===== src/rtl/vga_frame_monitor_if.sv =====
// Pixel-stream bundle carried between draw stages and toward the VGA pins.
interface vga_if;
    logic [10:0] hcount;
    logic [10:0] vcount;
    logic        hsync;
    logic        vsync;
    logic        hblnk;
    logic        vblnk;
    logic [11:0] rgb;

    modport in  (input  hcount, vcount, hsync, vsync, hblnk, vblnk, rgb);
    modport out (output hcount, vcount, hsync, vsync, hblnk, vblnk, rgb);
endinterface


===== src/rtl/vga_frame_monitor.sv =====
// Passive per-frame monitor of a vga_if stream: geometry check, rgb checksum and
// an optional colour probe enabled by the VGA_MON_PROBE_EN macro.
module vga_frame_monitor #(
    parameter int unsigned H_ACTIVE = 800,
    parameter int unsigned V_ACTIVE = 600,
    parameter int unsigned PROBE_X  = 400,
    parameter int unsigned PROBE_Y  = 300
) (
    input  logic        clk,
    input  logic        rst,
    vga_if.in           vga_in,
    output logic        frame_done,
    output logic [15:0] frame_sum,
    output logic [10:0] line_count,
    output logic        frame_ok,
    output logic        err_sticky,
    output logic [11:0] probe_rgb,
    output logic [15:0] frame_count
);
    localparam int unsigned CW = 11;
    localparam int unsigned SW = 16;
    localparam int unsigned RW = 12;
    localparam logic [CW-1:0] CNT_MAX = '1;

    typedef enum logic [1:0] {SYNC, ACTIVE, BLANK} state_t;

    state_t        state;
    logic          s_hblnk, s_vblnk, p_hblnk, p_vblnk;
    logic [RW-1:0] s_rgb;
    logic [SW-1:0] acc_sum;
    logic [CW-1:0] pix_cnt, line_cnt;
    logic          err;
    logic          unused_in;

    logic          active_pix, v_fall, v_rise, h_rise, line_evt;
    logic          frame_start, frame_end;
    logic [CW-1:0] line_cnt_nx;
    logic          err_nx, ok_nx;

    // Sample stage plus one-cycle history for edge detection
    always_ff @(posedge clk or posedge rst) begin
        if (rst) begin
            s_hblnk <= 1'b0;
            s_vblnk <= 1'b0;
            p_hblnk <= 1'b0;
            p_vblnk <= 1'b0;
            s_rgb   <= '0;
        end else begin
            s_hblnk <= vga_in.hblnk;
            s_vblnk <= vga_in.vblnk;
            p_hblnk <= s_hblnk;
            p_vblnk <= s_vblnk;
            s_rgb   <= vga_in.rgb;
        end
    end

    // Line closure is folded in before publish so a line ending with vblnk still counts
    always_comb begin
        active_pix  = !s_hblnk && !s_vblnk;
        v_fall      = p_vblnk && !s_vblnk;
        v_rise      = !p_vblnk && s_vblnk;
        h_rise      = !p_hblnk && s_hblnk;
        line_evt    = h_rise && (!s_vblnk || v_rise);
        frame_start = (state != ACTIVE) && v_fall;
        frame_end   = (state == ACTIVE) && v_rise;
        line_cnt_nx = line_cnt;
        err_nx      = err;
        if (line_evt) begin
            if (pix_cnt != '0 && line_cnt != CNT_MAX)
                line_cnt_nx = line_cnt + 1'b1;
            if (pix_cnt != CW'(H_ACTIVE))
                err_nx = 1'b1;
        end
        ok_nx = !err_nx && (line_cnt_nx == CW'(V_ACTIVE));
    end

    always_ff @(posedge clk or posedge rst) begin
        if (rst) begin
            state       <= SYNC;
            acc_sum     <= '0;
            pix_cnt     <= '0;
            line_cnt    <= '0;
            err         <= 1'b0;
            frame_done  <= 1'b0;
            frame_sum   <= '0;
            line_count  <= '0;
            frame_ok    <= 1'b0;
            err_sticky  <= 1'b0;
            frame_count <= '0;
        end else begin
            frame_done <= 1'b0;
            case (state)
                SYNC, BLANK: begin
                    // The first pixel of a frame arrives together with the vblnk fall
                    if (v_fall) begin
                        state    <= ACTIVE;
                        acc_sum  <= active_pix ? SW'(s_rgb) : '0;
                        pix_cnt  <= CW'(active_pix);
                        line_cnt <= '0;
                        err      <= 1'b0;
                    end
                end
                ACTIVE: begin
                    if (active_pix) begin
                        acc_sum <= acc_sum + SW'(s_rgb);
                        if (pix_cnt != CNT_MAX)
                            pix_cnt <= pix_cnt + 1'b1;
                    end
                    if (line_evt)
                        pix_cnt <= '0;
                    line_cnt <= line_cnt_nx;
                    err      <= err_nx;
                    if (v_rise) begin
                        state       <= BLANK;
                        frame_done  <= 1'b1;
                        frame_sum   <= acc_sum;
                        line_count  <= line_cnt_nx;
                        frame_ok    <= ok_nx;
                        err_sticky  <= err_sticky | !ok_nx;
                        frame_count <= frame_count + 1'b1;
                    end
                end
                default: state <= SYNC;
            endcase
        end
    end

`ifdef VGA_MON_PROBE_EN
    logic [CW-1:0] s_hcount, s_vcount;
    logic [RW-1:0] probe_hold;
    logic          probe_hit;

    assign unused_in = ^{vga_in.hsync, vga_in.vsync};
    assign probe_hit = active_pix && (s_hcount == CW'(PROBE_X)) && (s_vcount == CW'(PROBE_Y));

    // Probe colour is held through the frame and published with the other results
    always_ff @(posedge clk or posedge rst) begin
        if (rst) begin
            s_hcount   <= '0;
            s_vcount   <= '0;
            probe_hold <= '0;
            probe_rgb  <= '0;
        end else begin
            s_hcount <= vga_in.hcount;
            s_vcount <= vga_in.vcount;
            if (frame_start)
                probe_hold <= probe_hit ? s_rgb : '0;
            else if (state == ACTIVE && probe_hit)
                probe_hold <= s_rgb;
            if (frame_end)
                probe_rgb <= probe_hold;
        end
    end
`else
    assign unused_in = ^{vga_in.hsync, vga_in.vsync, vga_in.hcount, vga_in.vcount};
    assign probe_rgb = '0;
`endif

endmodule


===== src/flat_wrapper.sv =====
// flat-port wrapper written by rule: the top's interface ports become plain ports
module vga_frame_monitor_flat 
#(
    parameter int unsigned H_ACTIVE = 800,
    parameter int unsigned V_ACTIVE = 600,
    parameter int unsigned PROBE_X  = 400,
    parameter int unsigned PROBE_Y  = 300
)
  (clk, rst, frame_done, frame_sum, line_count, frame_ok, err_sticky, probe_rgb, frame_count, vga_in_hcount, vga_in_vcount, vga_in_hsync, vga_in_vsync, vga_in_hblnk, vga_in_vblnk, vga_in_rgb);
  vga_if vga_in_i ();
  input  logic clk;
  input  logic rst;
  output logic frame_done;
  output logic [15:0] frame_sum;
  output logic [10:0] line_count;
  output logic frame_ok;
  output logic err_sticky;
  output logic [11:0] probe_rgb;
  output logic [15:0] frame_count;
  input wire logic [$bits(vga_in_i.hcount)-1:0] vga_in_hcount;
  input wire logic [$bits(vga_in_i.vcount)-1:0] vga_in_vcount;
  input wire logic [$bits(vga_in_i.hsync)-1:0] vga_in_hsync;
  input wire logic [$bits(vga_in_i.vsync)-1:0] vga_in_vsync;
  input wire logic [$bits(vga_in_i.hblnk)-1:0] vga_in_hblnk;
  input wire logic [$bits(vga_in_i.vblnk)-1:0] vga_in_vblnk;
  input wire logic [$bits(vga_in_i.rgb)-1:0] vga_in_rgb;
  assign vga_in_i.hcount = vga_in_hcount;
  assign vga_in_i.vcount = vga_in_vcount;
  assign vga_in_i.hsync = vga_in_hsync;
  assign vga_in_i.vsync = vga_in_vsync;
  assign vga_in_i.hblnk = vga_in_hblnk;
  assign vga_in_i.vblnk = vga_in_vblnk;
  assign vga_in_i.rgb = vga_in_rgb;
  vga_frame_monitor #(.H_ACTIVE(H_ACTIVE), .V_ACTIVE(V_ACTIVE), .PROBE_X(PROBE_X), .PROBE_Y(PROBE_Y)) u_core (.clk(clk), .rst(rst), .vga_in(vga_in_i), .frame_done(frame_done), .frame_sum(frame_sum), .line_count(line_count), .frame_ok(frame_ok), .err_sticky(err_sticky), .probe_rgb(probe_rgb), .frame_count(frame_count));
endmodule

===== config.mk =====
export PLATFORM = sky130hd
export DESIGN_NAME = vga_frame_monitor_flat
export DESIGN_NICKNAME = d
export VERILOG_FILES = /design/src/rtl/vga_frame_monitor_if.sv /design/src/rtl/vga_frame_monitor.sv /design/src/flat_wrapper.sv
export SDC_FILE = /design/constraint.sdc
export NUM_CORES = 1
export LEC_CHECK = 0
export CORE_MARGIN = 5
export CORE_UTILIZATION = 35
export DETAILED_ROUTE_END_ITERATION = 16
export SLEW_MARGIN = 25
export SYNTH_ARGS = -nofsm -noshare
export SYNTH_HDL_FRONTEND = slang
export SYNTH_SLANG_ARGS = --single-unit

===== constraint.sdc =====
create_clock -name clk -period 11.9 [get_ports clk]
set_input_delay 3.57 -clock clk [delete_from_list [all_inputs] [get_ports clk]]
set_output_delay 3.57 -clock clk [all_outputs]
set_load 0.02 [all_outputs]

=== Yosys cells after proc, flatten, opt, wreduce, memory -nomap -nowiden ===
Index checks and enable logic that the tools add are counted.

* Add/sub/neg operators: 4
* Multipliers: 0
* Divide/modulo/power cells: 0
* Magnitude comparators: 0
* Equal/unequal tests: 11
* Shift-type cells: 0
* Mux-type cells: 22
* Bitwise operators: 1
* Reduce and logical (&&, ||, !) cells: 23

{| class="wikitable"
|+ Operators with widths
! operator !! count
|-
| 11-bit 2-to-1 mux || 7
|-
| 11-bit one-hot mux with 2 select lines || 2
|-
| 16-bit 2-to-1 mux || 2
|-
| 16-bit one-hot mux with 2 select lines || 1
|-
| 11-bit by 1-bit adder with 11-bit output (second input constant) || 2
|-
| 11-bit inequality test (second input constant) || 2
|-
| 16-bit by 1-bit adder with 16-bit output (second input constant) || 1
|-
| 16-bit by 12-bit adder with 16-bit output || 1
|-
| 12-bit 2-to-1 mux || 1
|-
| 11-bit by 10-bit equality test with 1-bit output (second input constant) || 1
|-
| 11-bit by 10-bit inequality test with 1-bit output (second input constant) || 1
|-
| 11-bit nonzero test || 1
|-
| 1-bit logical AND || 7
|-
| 1-bit zero test || 6
|-
| 2-bit by 1-bit inequality test with 1-bit output (second input constant) || 3
|-
| 2-bit AND reduction || 3
|-
| 1-bit 2-to-1 mux || 5
|-
| 2-bit 2-to-1 mux || 2
|-
| 2-bit one-hot mux with 2 select lines || 1
|-
| 4-bit AND reduction || 1
|-
| 3-bit by 1-bit inequality test with 1-bit output (second input constant) || 1
|-
| 3-bit by 2-bit inequality test with 1-bit output (second input constant) || 1
|-
| 3-bit AND reduction || 1
|-
| 2-bit by 1-bit equality test with 1-bit output (second input constant) || 1
|-
| other kinds (7) || 7
|}

* Register bits: 103
* Latch bits: 0
* Memory bits (writable): 0
* Memory bits (read-only): 0
* Input port bits: 40
* Output and inout bits: 58
* Word-level logic and storage cells: 77
* Memories: 0

=== Logic depth before layout (Yosys ltp) ===
Gate-level depths: netlist of the first run.

* Depth in word-level cells: 9
* Gate-level depth with buffers: 9
* Depth with buffers taken out: 9

=== Least setup slack after synthesis of the first run ===
OpenSTA, ideal clock, no wires.

* Path type: flip-flop to output port
* Start point: reg u_core.frame_count[8]
* End point: out frame_count[8]
* Arrival: 0.477 ns
* Required time: 8.330 ns
* Path slack: 7.853 ns
* Stages on the path, launching flop included: 1
* Buffers on the path: 0
* Cells stage by stage: dfrtp_1

{| class="wikitable"
|+ RTL lines
! item !! RTL line !! RTL
|-
| from (decl) || vga_frame_monitor.sv:18 || <nowiki>output logic [15:0] frame_count</nowiki>
|-
| from (signal assigned) || vga_frame_monitor.sv:120 || <nowiki>frame_count <= frame_count + 1'b1;</nowiki>
|-
| to (decl) || flat_wrapper.sv:19 || <nowiki>output logic [15:0] frame_count;</nowiki>
|}

No word-level cell between the ends.

=== Worst setup path after layout of the first run ===
* Start point: reg u_core.frame_count[0]
* End point: out frame_count[0]

No word-level cell between the ends.

==> impl_metrics.env, run 1 <==
export IMPL_status="finished clean"
export IMPL_die_w_um=132
export IMPL_post_cts_buffers=0
export IMPL_placed_cell_area_sq_um=5960
export IMPL_syn_inst=547
export IMPL_rows=44
export IMPL_ioPinCount=98
export IMPL_fin_crit_sh=0.420
export IMPL_drc=0
export IMPL_hp_class="flip-flop to flip-flop"
export IMPL_antenna_found_initial=0
export IMPL_final_setup_tns_ns=0
export IMPL_cpMaxStageDelayCell="clkdlybuf4s50_1"
export IMPL_dp_hpwl_um=8290
export IMPL_htreeDepth=3
export IMPL_clock_sinks=103
export IMPL_p_leak_nw=2.74
export IMPL_die_h_um=132
export IMPL_cp_end_kind="primary output"
export IMPL_initial_utilization=0.358
export IMPL_finalInstanceArea_sq_um=6260
export IMPL_hold_viol_final=0
export IMPL_coreArea_sq_um=14600
export IMPL_synth_area_sq_um=5250
export IMPL_vias=4148
export IMPL_place_ws_ns=6.65
export IMPL_ys_seq_elements=103
export IMPL_ys_seq_area_frac=0.491
export IMPL_post_cts_resized=0
export IMPL_final_setup_skew_ns=0.00861
export IMPL_first_pass_iters=5
export IMPL_path_cells="clkdlybuf4s50_1"
export IMPL_worstPathRequired_ns=8.33
export IMPL_min_period_ns=5.00
export IMPL_synth_top_flop_cell="dfrtp_1"
export IMPL_hold_buffers=0
export IMPL_drt_iter0_drc=178
export IMPL_irDropWorstVdd_mv=0.102
export IMPL_use_met2=0.213
export IMPL_critPathBufInv=1
export IMPL_wl_um=11600
export IMPL_yosysWarnings=0
export IMPL_ys_types=59
export IMPL_maxCapViolations=0
export IMPL_cp_max_fo=5
export IMPL_fin_nets=655
export IMPL_crit_path_max_incr_delay_ns=0.65
export IMPL_grt_use_met1=0.192
export IMPL_num_antenna_cells=0
export IMPL_gp_congestion=0.883
export IMPL_die_area_sq_um=17500
export IMPL_clk_latency_ns=0.36
export IMPL_layout_setup_ws_ns=6.90
export IMPL_wire_per_inst_um=14.8
export IMPL_layout_commonest_cell="nand2_1"
export IMPL_fmax_ghz=0.200
export IMPL_portBuffers=61
export IMPL_synth_edf_count=0
export IMPL_grtUsageTotal=0.139
export IMPL_slew_headroom=0.360
export IMPL_crit_type="flip-flop to primary output"
export IMPL_clk_pin_slew_ns=0.07
export IMPL_startpoint_type="flip-flop"
export IMPL_syn2layout_area_growth_pct=19.4
export IMPL_tightestPinTransition_ns=0.957
export IMPL_ctsLongestPathBuffers=2
export IMPL_cts_tree="done"
export IMPL_drv_slew=0
export IMPL_async_flop_share=1.00
export IMPL_final_cell_mix="nand2_1 (111), dfrtp_1 (103), clkdlybuf4s50_1 (61)"
export IMPL_whs_ns=0.459
export IMPL_cts_root_buf="clkbuf_16"
export IMPL_first_global_vias=4107
export IMPL_drive_above_1_share=0.0531
export IMPL_via_per_inst=5.27
export IMPL_grt_max_degree=55
export IMPL_cts_inserted_buffers=9
export IMPL_setup_viol=0
export IMPL_grt_busiest_layer="met2"
export IMPL_arrival_ns=1.43
export IMPL_use_met3=0.0463
export IMPL_rsz0062_at_grt="no"
export IMPL_grt_ovfl_total=0
export IMPL_grt_first_pass_wirelength_um=20400
export IMPL_syn_avg_cell_area_sq_um=9.59
export IMPL_ant_nets=0
export IMPL_crit_family="buffers and inverters"
export IMPL_p_per_area_nw_per_um2=186
-- cell families (layout without fill, tap and decap cells) --
kind of cell | count (synthesis) | count (layout) | share of synthesized area
compound gates | 119 | 119 | 0.148
xor+xnor | 38 | 38 | 0.0634
fa+ha+maj | 17 | 17 | 0.0420
buf+inv | 47 | 92 | 0.0448
flops | 103 | 103 | 0.491
mux | 6 | 6 | 0.0114
other cells | 1 | 12 | 0.000715
simple gates | 216 | 216 | 0.199
-- layout make-up --
cell class              instances  area, sq um
clock inverters                 7         73.8
well taps                     184          230
repair buffers                 64          633
inverters                      12         47.5
flip-flops and latches        103         2580
multi-input cells             408         2480
clock buffers                   9          225
fillers                      1399         8380
-- Yosys cell counts (4+ instances only) --
cell / n / area share
inv_1: 12 / 0.0086
a22oi_1: 8 / 0.011
a211oi_1: 4 / 0.0057
nand4_1: 9 / 0.011
xnor2_1: 23 / 0.038
a21o_1: 6 / 0.0086
and4_1: 8 / 0.013
nor2b_1: 4 / 0.0048
o21ai_0: 47 / 0.045
mux2i_1: 6 / 0.011
a21oi_1: 15 / 0.014
o2111ai_1: 6 / 0.010
nand2b_1: 6 / 0.0072
buf_4: 12 / 0.017
dfrtp_1: 103 / 0.49
nor3_1: 8 / 0.0076
ha_1: 16 / 0.038
clkbuf_1: 16 / 0.011
xor2_1: 15 / 0.025
o31ai_1: 6 / 0.0086
o211ai_1: 4 / 0.0057
nand3_1: 12 / 0.011
nor2_1: 25 / 0.018
buf_2: 5 / 0.0048
nand2_1: 111 / 0.079
and3_1: 10 / 0.012
-- where the power goes --
group          internal, W  switching (W)
registers         0.000410      0.0000511
clock network     0.000163       0.000134
logic             0.000171       0.000236
total             0.000744       0.000421
-- per-layer routing --
layer	share of wire	wire [um]	up-vias
li1	-	-	2017
met1	0.48	5630	2020
met2	0.45	5200	106
met3	0.063	732	5
met4	0.0052	61	0
met5	0	0	-
-- sequential cells by signal, indices dropped and copies added (netlist names), 2 cells and up --
name and cells:
u_core.acc_sum 16, u_core.s_rgb 12, u_core.frame_count 16, u_core.pix_cnt 11, u_core.line_count 11, u_core.frame_sum 16, u_core.state 2, u_core.line_cnt 11
-- final timing paths --
path	startpoint	endpoint	slack (ns)	depth (start not counted)
worst max-delay path	u_core.frame_count[0]	frame_count[0]	6.90	1
worst min register to register	u_core.s_hblnk	u_core.p_hblnk	0.46	0
worst max register to register	u_core.acc_sum[0]	u_core.acc_sum[14]	9.07	9
worst min-delay path	u_core.s_hblnk	u_core.p_hblnk	0.46	0
min in group asynchronous	rst	u_core.line_count[1]	3.63	2
max in group asynchronous	rst	u_core.frame_sum[8]	7.15	3
-- metrics by stage --
step                      cells  total power [W]   util
final                       787          0.00117  0.428
after floorplan             558         0.000744      -
after detailed placement    771         0.000875  0.407
after CTS                   787          0.00118  0.428
after global routing        787          0.00125  0.428
after global placement      771         0.000867  0.407
No activity file was read; power rests on OpenSTA's default activity.
==> inputs of run 2 (changes only) <==
==> constraint.sdc (replaced) <==
create_clock -name clk -period 4.64 [get_ports clk]
set_input_delay 1.392 -clock clk [delete_from_list [all_inputs] [get_ports clk]]
set_output_delay 1.392 -clock clk [all_outputs]
set_load 0.02 [all_outputs]
==> run 2 against run 1 <==
Against the previous run: core utilization up 0.085 points; routed wire length fell by 0.18%; clock-buffer cell count is 1 higher; die area stayed put; via count down 1.8%; final cell count fell by 0.13%; global-route usage fell by 0.21 points; worst hold slack is essentially flat; critical path depth unchanged; critical path type unchanged; critical endpoint unchanged.
==> impl_metrics.env, run 2 (same netlist as run 1, synthesis figures left out) <==
export IMPL_status="finished clean"
export IMPL_fin_crit_sh=0.606
export IMPL_irDropWorstVdd_mv=0.239
export IMPL_final_util=0.429
export IMPL_cts_root_buf="clkbuf_16"
export IMPL_setup_viol=0
export IMPL_crit_family="buffers and inverters"
export IMPL_cp_max_fo=5
export IMPL_layout_commonest_cell="nand2_1"
export IMPL_wire_per_inst_um=14.8
export IMPL_r2r_cells=9
export IMPL_crit_type="flip-flop to primary output"
export IMPL_die_area_sq_um=17500
export IMPL_p_leak_nw=2.75
export IMPL_cts_tree="done"
export IMPL_drt_iter0_drc=244
export IMPL_dr_wl_met2_um=5080
export IMPL_ioPinCount=98
export IMPL_grtUsageTotal=0.137
export IMPL_top_regs="u_core.acc_sum: 16 flops, u_core.frame_count: 16 flops, u_core.frame_sum: 16 flops"
export IMPL_syn2layout_area_growth_pct=19.6
export IMPL_multiInputGateArea_sq_um=2480
export IMPL_portBuffers=61
export IMPL_ant_nets=0
export IMPL_maxCapViolations=0
export IMPL_crit_path_max_incr_delay_ns=0.64
export IMPL_clk_pin_slew_ns=0.07
export IMPL_p_total_w=0.00302
export IMPL_tightestPinTransition_ns=0.999
export IMPL_vias=4074
export IMPL_post_cts_resized=0
export IMPL_hold_viol_final=0
export IMPL_clock_sinks=103
export IMPL_first_global_vias=4071
export IMPL_p_per_area_nw_per_um2=482
export IMPL_gp_congestion=0.892
export IMPL_critical_path_cell_count=1
export IMPL_hp_start="u_core.s_hblnk"
export IMPL_via_per_inst=5.18
export IMPL_r2r_start="u_core.acc_sum[0]"
export IMPL_drc=0
export IMPL_final_setup_tns_ns=0
export IMPL_num_antenna_cells=0
export IMPL_top_layer_used="met4"
export IMPL_fin_nets=656
export IMPL_hold_buffers=0
export IMPL_critPathBufInv=1
export IMPL_cts_inserted_buffers=9
export IMPL_min_period_ns=2.81
export IMPL_htreeDepth=3
export IMPL_worstPathRequired_ns=3.25
export IMPL_die_h_um=132
export IMPL_initial_utilization=0.358
export IMPL_wl_um=11600
export IMPL_clk_latency_ns=0.35
export IMPL_nFillCells=1420
export IMPL_grt_ovfl_total=0
export IMPL_final_setup_skew_ns=0.00891
export IMPL_coreArea_sq_um=14600
export IMPL_met1Wirelength_um=5860
export IMPL_slew_headroom=0.332
export IMPL_first_pass_iters=4
export IMPL_antenna_found_initial=0
export IMPL_grt_max_degree=83
export IMPL_arrival_ns=1.42
export IMPL_path_cells="clkdlybuf4s50_1"
export IMPL_cpMaxStageDelayCell="clkdlybuf4s50_1"
export IMPL_rsz0062_at_grt="no"
export IMPL_post_cts_buffers=0
export IMPL_worstSetupStartpoint="u_core.frame_count[0]"
export IMPL_wl_met3_um=544
export IMPL_layout_area_seq_sq_um=2580
export IMPL_fmax_ghz=0.356
export IMPL_min_path_cells=0
export IMPL_startpoint_type="flip-flop"
export IMPL_drv_slew=0
export IMPL_rows=44
export IMPL_final_cell_mix="nand2_1 (111), dfrtp_1 (103), clkdlybuf4s50_1 (61)"
export IMPL_drive_above_1_share=0.0498
export IMPL_die_w_um=132
export IMPL_grt_first_pass_wirelength_um=20100
export IMPL_whs_ns=0.459
export IMPL_cp_end_kind="primary output"
export IMPL_ctsLongestPathBuffers=2
export IMPL_dp_hpwl_um=8220
export IMPL_hp_class="flip-flop to flip-flop"
## run 2: changes by cell type in the layout (fill, tap and decap cells not counted)
| cell | previous run | this run |
|---|---|---|
| inv_4 | 1 | 0 |
| buf_4 | 3 | 4 |
| bufinv_16 | 1 | 2 |
| inv_6 | 0 | 1 |
| clkbuf_1 | 0 | 1 |
| clkinv_2 | 2 | 1 |
| clkinv_4 | 3 | 0 |
## run 2: power by group
group	switching [W]	internal (W)	total (W)
clock	0.000318	0.000466	0.000784
combinational	0.000610	0.000441	0.00105
sequential	0.000136	0.00105	0.00119
## run 2: area by class of cell
type / count / share of cell area
Multi-Input combinational cell: 408 / 0.395
Clock inverter: 4 / 0.0116
Timing Repair Buffer: 65 / 0.102
Clock buffer: 10 / 0.0365
Inverter: 12 / 0.00797
Tap cell: 184 / 0.0367
Sequential cell: 103 / 0.411
## run 2: final timing paths
kind	slack (ns)	endpoint
worst max register to register	1.85	u_core.acc_sum[14]
worst min-delay path	0.46	u_core.p_hblnk
min in group asynchronous	1.56	u_core.line_count[1]
worst max-delay path	1.83	frame_count[0]
worst min register to register	0.46	u_core.p_hblnk
max in group asynchronous	2.40	u_core.frame_count[11]
## run 2: metal layers
layer,vias to the layer above,global-route usage
met5,-,0
met1,1971,0.192
met2,93,0.209
met4,0,0.0381
li1,2001,-
met3,9,0.0364
## run 2: stage by stage
stage,cell area (sq um),worst slack (ns),std cells
floorplan,5290,0.544,558
global placement,5970,1.78,772
detailed placement,5970,1.76,772
CTS,6270,1.81,786
global route,6280,1.62,786
finish,6280,1.83,786
